--- config.mk ---
export PLATFORM = sky130hd
export DESIGN_NAME = load_store_unit
export DESIGN_NICKNAME = d
export VERILOG_FILES = /design/src/rtl/lsu_pkg.sv /design/src/rtl/lsu_align.sv /design/src/rtl/load_store_unit.sv
export SDC_FILE = /design/constraint.sdc
export NUM_CORES = 1
export LEC_CHECK = 0
export ABC_CLOCK_PERIOD_IN_PS = 4000
export BUFFER_PORTS_ARGS = -buffer_cell sky130_fd_sc_hd__buf_4
export CORE_ASPECT_RATIO = 1.75
export CORE_UTILIZATION = 59
export CTS_CLUSTER_SIZE = 16
export DETAILED_ROUTE_END_ITERATION = 8
export PLACE_DENSITY_LB_ADDON = 0.25
export SYNTH_ARGS = -nofsm -noshare
export SYNTH_HDL_FRONTEND = slang
export SYNTH_HIERARCHICAL = 1
export SYNTH_SLANG_ARGS = --single-unit
--- constraint.sdc ---
create_clock -name clk -period 4 [get_ports clk]
set_input_delay 0.2 -clock clk [delete_from_list [all_inputs] [get_ports clk]]
set_output_delay 0.2 -clock clk [all_outputs]
set_load 0.02 [all_outputs]
--- src/rtl/lsu_pkg.sv ---
// Shared definitions for the load/store unit: state encoding, funct3 codes,
// and the access-size / legality decode helpers.
package lsu_pkg;

    // FSM state encoding
    localparam logic [2:0] StIdle = 3'd0;
    localparam logic [2:0] StAcc0 = 3'd1;
    localparam logic [2:0] StAcc1 = 3'd2;
    localparam logic [2:0] StWait = 3'd3;
    localparam logic [2:0] StDone = 3'd4;

    // RV32I load/store funct3 codes
    localparam logic [2:0] F3Lb  = 3'b000;
    localparam logic [2:0] F3Lh  = 3'b001;
    localparam logic [2:0] F3Lw  = 3'b010;
    localparam logic [2:0] F3Lbu = 3'b100;
    localparam logic [2:0] F3Lhu = 3'b101;
    localparam logic [2:0] F3Sb  = 3'b000;
    localparam logic [2:0] F3Sh  = 3'b001;
    localparam logic [2:0] F3Sw  = 3'b010;

    // Number of bytes touched by an access; code 11 is illegal and only
    // reaches here on a request that never drives the memory.
    function automatic logic [2:0] size_bytes(input logic [2:0] funct3);
        logic [2:0] n;
        unique case (funct3[1:0])
            2'b00:   n = 3'd1;
            2'b01:   n = 3'd2;
            default: n = 3'd4;
        endcase
        return n;
    endfunction

    function automatic logic req_illegal(input logic       rd,
                                         input logic       wr,
                                         input logic [2:0] funct3);
        logic bad;
        if (rd && wr) begin
            bad = 1'b1;
        end else if (rd) begin
            bad = (funct3 == 3'b011) || (funct3 == 3'b110) || (funct3 == 3'b111);
        end else begin
            bad = !((funct3 == F3Sb) || (funct3 == F3Sh) || (funct3 == F3Sw));
        end
        return bad;
    endfunction

endpackage

--- src/rtl/lsu_align.sv ---
// Combinational lane alignment: places store data and byte enables into a
// 64-bit {second, first} word pair and extracts/extends load data from it.
module lsu_align
    import lsu_pkg::*;
(
    input  logic [1:0]  lane,
    input  logic [2:0]  funct3,
    input  logic [31:0] wdata,
    input  logic [63:0] rpair,
    output logic [63:0] wpair,
    output logic [7:0]  bepair,
    output logic [31:0] load_data
);

    logic [2:0]  nbytes;
    logic [3:0]  mask;
    logic [63:0] shifted;

    // Shift store data/mask up by lane, shift load pair down by lane and extend
    always_comb begin
        nbytes = size_bytes(funct3);
        unique case (nbytes)
            3'd1:    mask = 4'b0001;
            3'd2:    mask = 4'b0011;
            default: mask = 4'b1111;
        endcase

        bepair  = {4'b0000, mask} << lane;
        wpair   = {32'h0, wdata} << {lane, 3'b000};
        shifted = rpair >> {lane, 3'b000};

        unique case (funct3[1:0])
            2'b00: begin
                load_data = funct3[2] ? {24'h0, shifted[7:0]}
                                      : {{24{shifted[7]}}, shifted[7:0]};
            end
            2'b01: begin
                load_data = funct3[2] ? {16'h0, shifted[15:0]}
                                      : {{16{shifted[15]}}, shifted[15:0]};
            end
            default: load_data = shifted[31:0];
        endcase
    end

endmodule

--- src/rtl/load_store_unit.sv ---
// MEM-stage load/store unit in front of a 32-bit word memory. Misaligned
// accesses that cross a word boundary are split into two word accesses.
module load_store_unit
    import lsu_pkg::*;
#(
    parameter int unsigned ADDR_W = 13
) (
    input  logic              clk,
    input  logic              rst,
    input  logic              req_valid,
    input  logic              mem_read,
    input  logic              mem_write,
    input  logic [ADDR_W-1:0] addr,
    input  logic [31:0]       wdata,
    input  logic [2:0]        funct3,
    output logic              req_ready,
    output logic              stall,
    output logic              resp_valid,
    output logic [31:0]       rdata,
    output logic              err_illegal,
    output logic              m_req,
    output logic              m_we,
    output logic [ADDR_W-3:0] m_addr,
    output logic [3:0]        m_be,
    output logic [31:0]       m_wdata,
    input  logic [31:0]       m_rdata
);

    localparam int unsigned WW = ADDR_W - 2;

    logic [2:0]    state_q, state_d;
    logic [WW-1:0] word_q;
    logic [1:0]    lane_q;
    logic [2:0]    funct3_q;
    logic [31:0]   wdata_q;
    logic          load_q, store_q, cross_q, err_q;
    logic [31:0]   first_q;
    logic [31:0]   rdata_q;

    logic          accept;
    logic          acc_cross;
    logic          acc_illegal;
    logic [63:0]   rpair;
    logic [63:0]   wpair;
    logic [7:0]    bepair;
    logic [31:0]   load_data;

    // Accept-time decode of the incoming request
    always_comb begin
        accept      = (state_q == StIdle) && req_valid && (mem_read || mem_write);
        acc_cross   = (({1'b0, addr[1:0]} + size_bytes(funct3)) > 3'd4);
        acc_illegal = req_illegal(mem_read, mem_write, funct3);
        // Aligned loads see their only word in m_rdata; crossing loads pair it
        // with the first word captured during ACC1.
        rpair       = cross_q ? {m_rdata, first_q} : {32'h0, m_rdata};
    end

    lsu_align u_align (
        .lane      (lane_q),
        .funct3    (funct3_q),
        .wdata     (wdata_q),
        .rpair     (rpair),
        .wpair     (wpair),
        .bepair    (bepair),
        .load_data (load_data)
    );

    // Next-state logic
    always_comb begin
        state_d = state_q;
        unique case (state_q)
            StIdle: begin
                if (accept) state_d = acc_illegal ? StDone : StAcc0;
            end
            StAcc0: begin
                if (cross_q)     state_d = StAcc1;
                else if (load_q) state_d = StWait;
                else             state_d = StDone;
            end
            StAcc1:  state_d = load_q ? StWait : StDone;
            StWait:  state_d = StDone;
            StDone:  state_d = StIdle;
            default: state_d = StIdle;
        endcase
    end

    // State, request latch, and read-data capture
    always_ff @(posedge clk) begin
        if (rst) begin
            state_q  <= StIdle;
            word_q   <= '0;
            lane_q   <= 2'b00;
            funct3_q <= 3'b000;
            wdata_q  <= 32'h0;
            load_q   <= 1'b0;
            store_q  <= 1'b0;
            cross_q  <= 1'b0;
            err_q    <= 1'b0;
            first_q  <= 32'h0;
            rdata_q  <= 32'h0;
        end else begin
            state_q <= state_d;
            if (accept) begin
                word_q   <= addr[ADDR_W-1:2];
                lane_q   <= addr[1:0];
                funct3_q <= funct3;
                wdata_q  <= wdata;
                load_q   <= mem_read;
                store_q  <= mem_write;
                cross_q  <= acc_cross;
                err_q    <= acc_illegal;
            end
            if (state_q == StAcc1) first_q <= m_rdata;
            // Only loads pass through WAIT; every other path into DONE yields 0
            if (state_q == StWait)      rdata_q <= load_data;
            else if (state_d == StDone) rdata_q <= 32'h0;
        end
    end

    // Memory-side and handshake outputs, all forced quiet while in reset
    always_comb begin
        m_req       = 1'b0;
        m_we        = 1'b0;
        m_addr      = word_q;
        m_be        = 4'b0000;
        m_wdata     = 32'h0;
        resp_valid  = 1'b0;
        err_illegal = 1'b0;
        if (!rst) begin
            unique case (state_q)
                StAcc0: begin
                    m_req   = 1'b1;
                    m_we    = store_q;
                    m_be    = bepair[3:0];
                    m_wdata = wpair[31:0];
                end
                StAcc1: begin
                    m_req   = 1'b1;
                    m_we    = store_q;
                    m_addr  = word_q + WW'(1);
                    m_be    = bepair[7:4];
                    m_wdata = wpair[63:32];
                end
                StDone: begin
                    resp_valid  = 1'b1;
                    err_illegal = err_q;
                end
                default: ;
            endcase
        end
        req_ready = (state_q == StIdle);
        stall     = !rst && (accept || (state_q == StAcc0) || (state_q == StAcc1) ||
                             (state_q == StWait));
        rdata     = rst ? 32'h0 : rdata_q;
    end

endmodule

==> flow_summary.yaml, run 1 <==
status:
  run_status: "finished, final reports clean"
route:
  drt-wirelength-per-cell_um: 17.0
  route.detailed.drc: 0
  post_drt_via_cell_ratio: 5.81
  routed-via-count: 6867
  drt_pass1_iterations: 5
  finalWirelength_mm: 20.1
  drt_iter0_markers: 420
  drt.antenna.violating_nets: 0
worst_setup_path:
  worstPathRequired_ns: 4.30
  worst-r2r-setup-slack_ns: 1.12
  worstSetupPathType: "reg -> reg"
  critical_path_arrival_ns: 3.17
  crit_path_end_kind: "flip-flop"
  startpoint_type: "flip-flop"
  worstPathMaxFanout: 60
clock_tree:
  cts_post_setup_buffers_inserted: 0
  cts_inserted_buffers: 17
  clkLatencyLatePin_ns: 0.41
  cts.hold.buffers_added: 0
  cts_root_buffer: "sky130_fd_sc_hd__clkbuf_16"
  post_cts_resize_count: 0
  cts.reportedPaths.clkPinSlew_ns: 0.06
  clock_tree_from_tritoncts: "done"
  cts_buffer_depth: 2
  clock_tree.htree_level_count: 4
  cts_sinks: 119
floorplanning:
  site_row_count: 53
  fp.dieArea_sq_um: 12900
  core_area_sq_um: 12100
  vertical_die_dimension_um: 150
  start_util_pct: 60.8
  design.portCount: 170
  die_w_um: 86.3
timing:
  grt_setup_unrepaired: "false"
  final.setup_skew_ns: 0.00874
  period_share_pct: 71.9
  setup_viol_count_final: 0
  timing.setup.tns_ns: 0
  timing.final.hold_violations: 0
  tightest_slew_ns: 1.07
  max-slew-margin-rel_pct: 28.9
  final.min_clock_period_ns: 2.88
  timing.fmax_mhz: 348
  final_max_slew_viol_count: 0
finish:
  synthToLayoutAreaGrowth_pct: 24.5
  final_core_utilization_pct: 75.7
  antenna_cells: 0
  design.final.nets: 1093
  final_layout_size_suffix_gt1_share_pct: 28.6
grt:
  first_pass_grt_wire_length_mm: 31.8
  antenna_found_initial: 0
  grt_max_degree: 97
  grt_usage_pct: 31.9
  grt.overflow.total: 0
  first_global_vias: 6577
power_and_ir_drop:
  max-vdd-ir-drop_uv: 312
  power.static_leakage_uw: 0.00379
  comb_power_share_pct: 17.0
  power.clock.fraction_pct: 44.7
  seq_power_share_pct: 38.3
  p_int_uw: 2450
  switchingPower_uw: 930
  swShare_pct: 27.5
  power.density_cell_area_nw_per_um2: 370
synthesis:
  syn_inst: 882
  synth_area_sq_um: 7340
  ys_warn_count: 6
  synth.avg_cell_area_sq_um: 8.32
place:
  globalplace.congestion: 0.873
  buffer_ports.inserted: 169
  post-dp-hpwl_mm: 13.7
run:
  drv.max_cap_violation_count: 0
min_path:
  worst_hold_path_type: "in -> reg"
## through the flow
| stage | worst slack, ns | instance area [sq um] | std cells | power [uW] | hold slack [ns] |
|---|---|---|---|---|---|
| finish | 1.12 | 9140 | 1182 | 3390 | 0.0363 |
| global route | 0.923 | 9140 | 1182 | 3510 | 0.0224 |
| CTS | 1.13 | 9140 | 1182 | 3390 | 0.0274 |
| detailed placement | 1.14 | 8540 | 1150 | 1880 | 0.446 |
| global placement | 1.22 | 8540 | 1150 | 1870 | 0.438 |
| floorplan | 1.39 | 7370 | 890 | 1700 | 0.336 |
## worst max-delay path, stage by stage (launching register included)
cell,delay [ns]
sky130_fd_sc_hd__dfxtp_2,1.03
sky130_fd_sc_hd__mux2_2,0.45
sky130_fd_sc_hd__mux4_2,0.53
sky130_fd_sc_hd__a22oi_4,0.43
sky130_fd_sc_hd__nand2_1,0.11
sky130_fd_sc_hd__a22o_1,0.21
## state kept, by name, summed over array words and instances, names as in the netlist
| signal | cells |
|---|---|
| err_q | 1 |
| load_q | 1 |
| store_q | 1 |
| word_q | 11 |
| funct3_q | 3 |
| rdata_q | 32 |
| lane_q | 2 |
| state_q | 3 |
| cross_q | 1 |
| first_q | 32 |
| wdata_q | 32 |
## layout by cell type (no fill, tap or decap), types with 3 or more instances in the layout
cell and n:
sky130_fd_sc_hd__a22o_1 69, sky130_fd_sc_hd__clkbuf_16 17, sky130_fd_sc_hd__or2_2 4, sky130_fd_sc_hd__xor2_1 3, sky130_fd_sc_hd__inv_1 12, sky130_fd_sc_hd__o21ai_0 26
sky130_fd_sc_hd__nand2b_1 6, sky130_fd_sc_hd__xnor2_1 8, sky130_fd_sc_hd__clkinvlp_4 4, sky130_fd_sc_hd__clkinv_2 3, sky130_fd_sc_hd__a21oi_1 85, sky130_fd_sc_hd__and3_1 11
sky130_fd_sc_hd__conb_1 9, sky130_fd_sc_hd__buf_4 180, sky130_fd_sc_hd__and2_1 34, sky130_fd_sc_hd__nand3_1 5, sky130_fd_sc_hd__mux2_2 32, sky130_fd_sc_hd__nor3_1 5
sky130_fd_sc_hd__dfxtp_1 116, sky130_fd_sc_hd__nor2_1 26, sky130_fd_sc_hd__nand2_1 218, sky130_fd_sc_hd__clkbuf_8 3, sky130_fd_sc_hd__mux4_2 31, sky130_fd_sc_hd__ha_1 3
sky130_fd_sc_hd__nor2b_1 39, sky130_fd_sc_hd__mux2i_1 32
## power by group through the flow
stage / Clock, uW / Sequential (uW) / Combinational, uW
detailed placement: 0 / 1320 / 564
global route: 1590 / 1300 / 622
finish: 1510 / 1300 / 575
global placement: 0 / 1320 / 553
CTS: 1530 / 1300 / 570
floorplan: 0 / 1270 / 426
## worst paths after layout
| check | from | to | depth (start not counted) |
|---|---|---|---|
| setup / recovery | cross_q | rdata_q[22] | 5 |
| hold / removal | wdata[21] | wdata_q[21] | 3 |
| hold reg to reg | first_q[6] | first_q[6] | 2 |
| setup reg to reg | cross_q | rdata_q[22] | 5 |
## area by class of cell
class / count / area, sq um
Clock buffer: 21 / 470
Tap cell: 165 / 206
Sequential cell: 119 / 2390
Multi-Input combinational cell: 673 / 4550
Inverter: 13 / 48.8
Fill cell: 944 / 2930
Clock inverter: 11 / 123
Timing Repair Buffer: 180 / 1350
## layer usage
layer,GRT usage (%),vias up,wire (um)
met5,0,-,0
li1,-,3288,-
met4,21.4,0,1230
met2,55.9,273,10500
met1,33.8,3242,7230
met3,6.67,64,1080
Note: power is estimated with default switching activity, not from simulation.
==> run 2, diff against run 1 <==
--- a/config.mk
+++ b/config.mk
@@ -5,10 +5,10 @@
 export SDC_FILE = /design/constraint.sdc
 export NUM_CORES = 1
 export LEC_CHECK = 0
-export ABC_CLOCK_PERIOD_IN_PS = 4000
+export ABC_CLOCK_PERIOD_IN_PS = 2400
 export BUFFER_PORTS_ARGS = -buffer_cell sky130_fd_sc_hd__buf_4
 export CORE_ASPECT_RATIO = 1.75
-export CORE_UTILIZATION = 59
+export CORE_UTILIZATION = 50
 export CTS_CLUSTER_SIZE = 16
 export DETAILED_ROUTE_END_ITERATION = 8
 export PLACE_DENSITY_LB_ADDON = 0.25
==> constraint.sdc (replaced) <==
create_clock -name clk -period 2.4 [get_ports clk]
set_input_delay 0.12 -clock clk [delete_from_list [all_inputs] [get_ports clk]]
set_output_delay 0.12 -clock clk [all_outputs]
set_load 0.02 [all_outputs]
==> flow_summary.yaml, run 2 (synthesized netlist as in run 1, its figures left out) <==
timing:
  timing.final.hold_violations: 0
  final.min_clock_period_ns: 2.20
  final.setup_skew_ns: 0.00927
  timing.setup.tns_ns: 0
  setup_viol_count_final: 0
  max-slew-margin-rel_pct: 54.0
  timing.fmax_mhz: 454
  tightest_slew_ns: 0.691
  grt_setup_unrepaired: "false"
  final_max_slew_viol_count: 0
  period_share_pct: 91.9
finish:
  final_cell_mix: "218 x sky130_fd_sc_hd__nand2_1, 194 x sky130_fd_sc_hd__buf_4, 116 x sky130_fd_sc_hd__dfxtp_1, 85 x sky130_fd_sc_hd__a21oi_1, 80 x sky130_fd_sc_hd__dlygate4sd3_1"
  layout.cells.most_common: "sky130_fd_sc_hd__nand2_1"
  stdcell_count: 1296
  synthToLayoutAreaGrowth_pct: 38.7
  final_layout_size_suffix_gt1_share_pct: 27.9
  antenna_cells: 0
  top_regs: "first_q (32), rdata_q (32), wdata_q (32)"
  design.final.nets: 1192
clock_tree:
  cts_root_buffer: "sky130_fd_sc_hd__clkbuf_16"
  clock_tree.htree_level_count: 4
  cts.reportedPaths.clkPinSlew_ns: 0.06
  clkLatencyLatePin_ns: 0.41
  cts_buffer_depth: 2
  clock_tree_from_tritoncts: "done"
  cts_inserted_buffers: 17
  cts_sinks: 119
route:
  post_drt_via_cell_ratio: 5.57
  route.detailed.drc: 0
  drt-wirelength-per-cell_um: 17.2
  finalWirelength_mm: 22.3
  drt_pass1_iterations: 5
  routed-via-count: 7224
  drt.antenna.violating_nets: 0
  drt_iter0_markers: 301
grt:
  grt_usage_pct: 30.2
  first_pass_grt_wire_length_mm: 35.3
  grt_max_degree: 63
  antenna_found_initial: 0
  grt.overflow.total: 0
  first_global_vias: 7202
power_and_ir_drop:
  p_int_uw: 4280
  power.density_cell_area_nw_per_um2: 577
  switchingPower_uw: 1590
  max-vdd-ir-drop_uv: 467
  power.clock.fraction_pct: 44.5
  power.static_leakage_uw: 0.00425
  seq_power_share_pct: 36.1
  comb_power_share_pct: 19.4
  swShare_pct: 27.1
worst_setup_path:
  startpoint_type: "flip-flop"
  crit_path_end_kind: "output port"
  critical_path_arrival_ns: 2.08
  worstPathMaxFanout: 41
  worstPathRequired_ns: 2.28
  worstSetupPathType: "reg -> out"
min_path:
  worst_hold_path_type: "in -> reg"
floorplanning:
  fp.dieArea_sq_um: 15200
  core_area_sq_um: 14400
  die_w_um: 93.6
  vertical_die_dimension_um: 162
  start_util_pct: 51.1
  design.portCount: 170
  site_row_count: 58
run:
  drv.max_cap_violation_count: 0
place:
  buffer_ports.inserted: 169
  post-dp-hpwl_mm: 15.1
  globalplace.congestion: 0.827
  place.detailed.instances: 1183
status:
  run_status: "finished, final reports clean"
==> run 2: changes by cell type in the layout (fill, tap and decap cells not counted) <==
| cell | before | now |
|---|---|---|
| sky130_fd_sc_hd__dlygate4sd3_1 | 0 | 80 |
| sky130_fd_sc_hd__buf_4 | 180 | 194 |
| sky130_fd_sc_hd__buf_12 | 0 | 5 |
| sky130_fd_sc_hd__clkbuf_16 | 17 | 18 |
| sky130_fd_sc_hd__clkinvlp_4 | 4 | 3 |
| sky130_fd_sc_hd__nor2b_1 | 39 | 38 |
| sky130_fd_sc_hd__nor2b_2 | 0 | 1 |
==> run 2: path summary, 6_finish.rpt <==
kind / from / endpoint / slack, ns / depth (start not counted)
worst max-delay path: lane_q[0] / m_wdata[1] / 0.20 / 5
worst max register to register: cross_q / rdata_q[16] / 0.23 / 6
worst min register to register: first_q[28] / first_q[28] / 0.45 / 2
worst min-delay path: funct3[1] / funct3_q[1] / 0.01 / 3
==> run 2: what timing repair did <==
| action | 4_1_cts | 5_1_grt |
|---|---|---|
| buffers inserted | 0 | 1 |
| hold buffers | 80 | 0 |
| endpoints found under the hold margin | 80 | 0 |
| endpoints found under the setup margin | 0 | 7 |
| gates resized for setup | 0 | 1 |
==> run 2: routing by layer <==
| layer | track usage [%] | wire length (um) |
|---|---|---|
| met1 | 30.5 | 7970 |
| met2 | 55.2 | 12100 |
| met3 | 6.41 | 1010 |
| met4 | 18.5 | 1270 |
| met5 | 0 | 0 |
==> run 2: stage by stage <==
step | hold WS (ns) | instance area (sq um) | utilization (%) | worst slack (ns) | power [uW]
final | 0.0108 | 10200 | 70.9 | 0.196 | 5870
after global routing | 0.00843 | 10200 | 70.9 | 0.0757 | 6120
after CTS | 0.00364 | 10200 | 70.8 | 0.0568 | 5910
after detailed placement | 0.377 | 8760 | 61.0 | 0.246 | 3180
after global placement | 0.368 | 8760 | 61.0 | 0.305 | 3160
after floorplan | 0.256 | 7370 | - | 0.0295 | 2840
==> run 2: final cells by class <==
type                            count  area [sq um]
Clock buffer                       22           495
Timing Repair Buffer              279          2360
Multi-Input combinational cell    673          4550
Sequential cell                   119          2390
Clock inverter                     10           115
Inverter                           13          48.8
Tap cell                          180           225
Fill cell                        1119          4190
==> run 2: critical path, stage by stage, from the launching register on <==
cell	delay, ns
sky130_fd_sc_hd__dfxtp_4	0.40
sky130_fd_sc_hd__buf_12	0.21
sky130_fd_sc_hd__nor2_1	0.53
sky130_fd_sc_hd__and2_1	0.22
sky130_fd_sc_hd__a22o_1	0.15
sky130_fd_sc_hd__buf_4	0.15
==> run 2: power by group through the flow <==
stage          sequential, uW  combinational [uW]  clock (uW)
6_report                 2120                1140        2610
4_1_cts                  2120                1130        2660
5_1_grt                  2130                1240        2750
3_5_place_dp             2160                1020           0
3_3_place_gp             2160                1010           0
2_1_floorplan            2120                 712           0
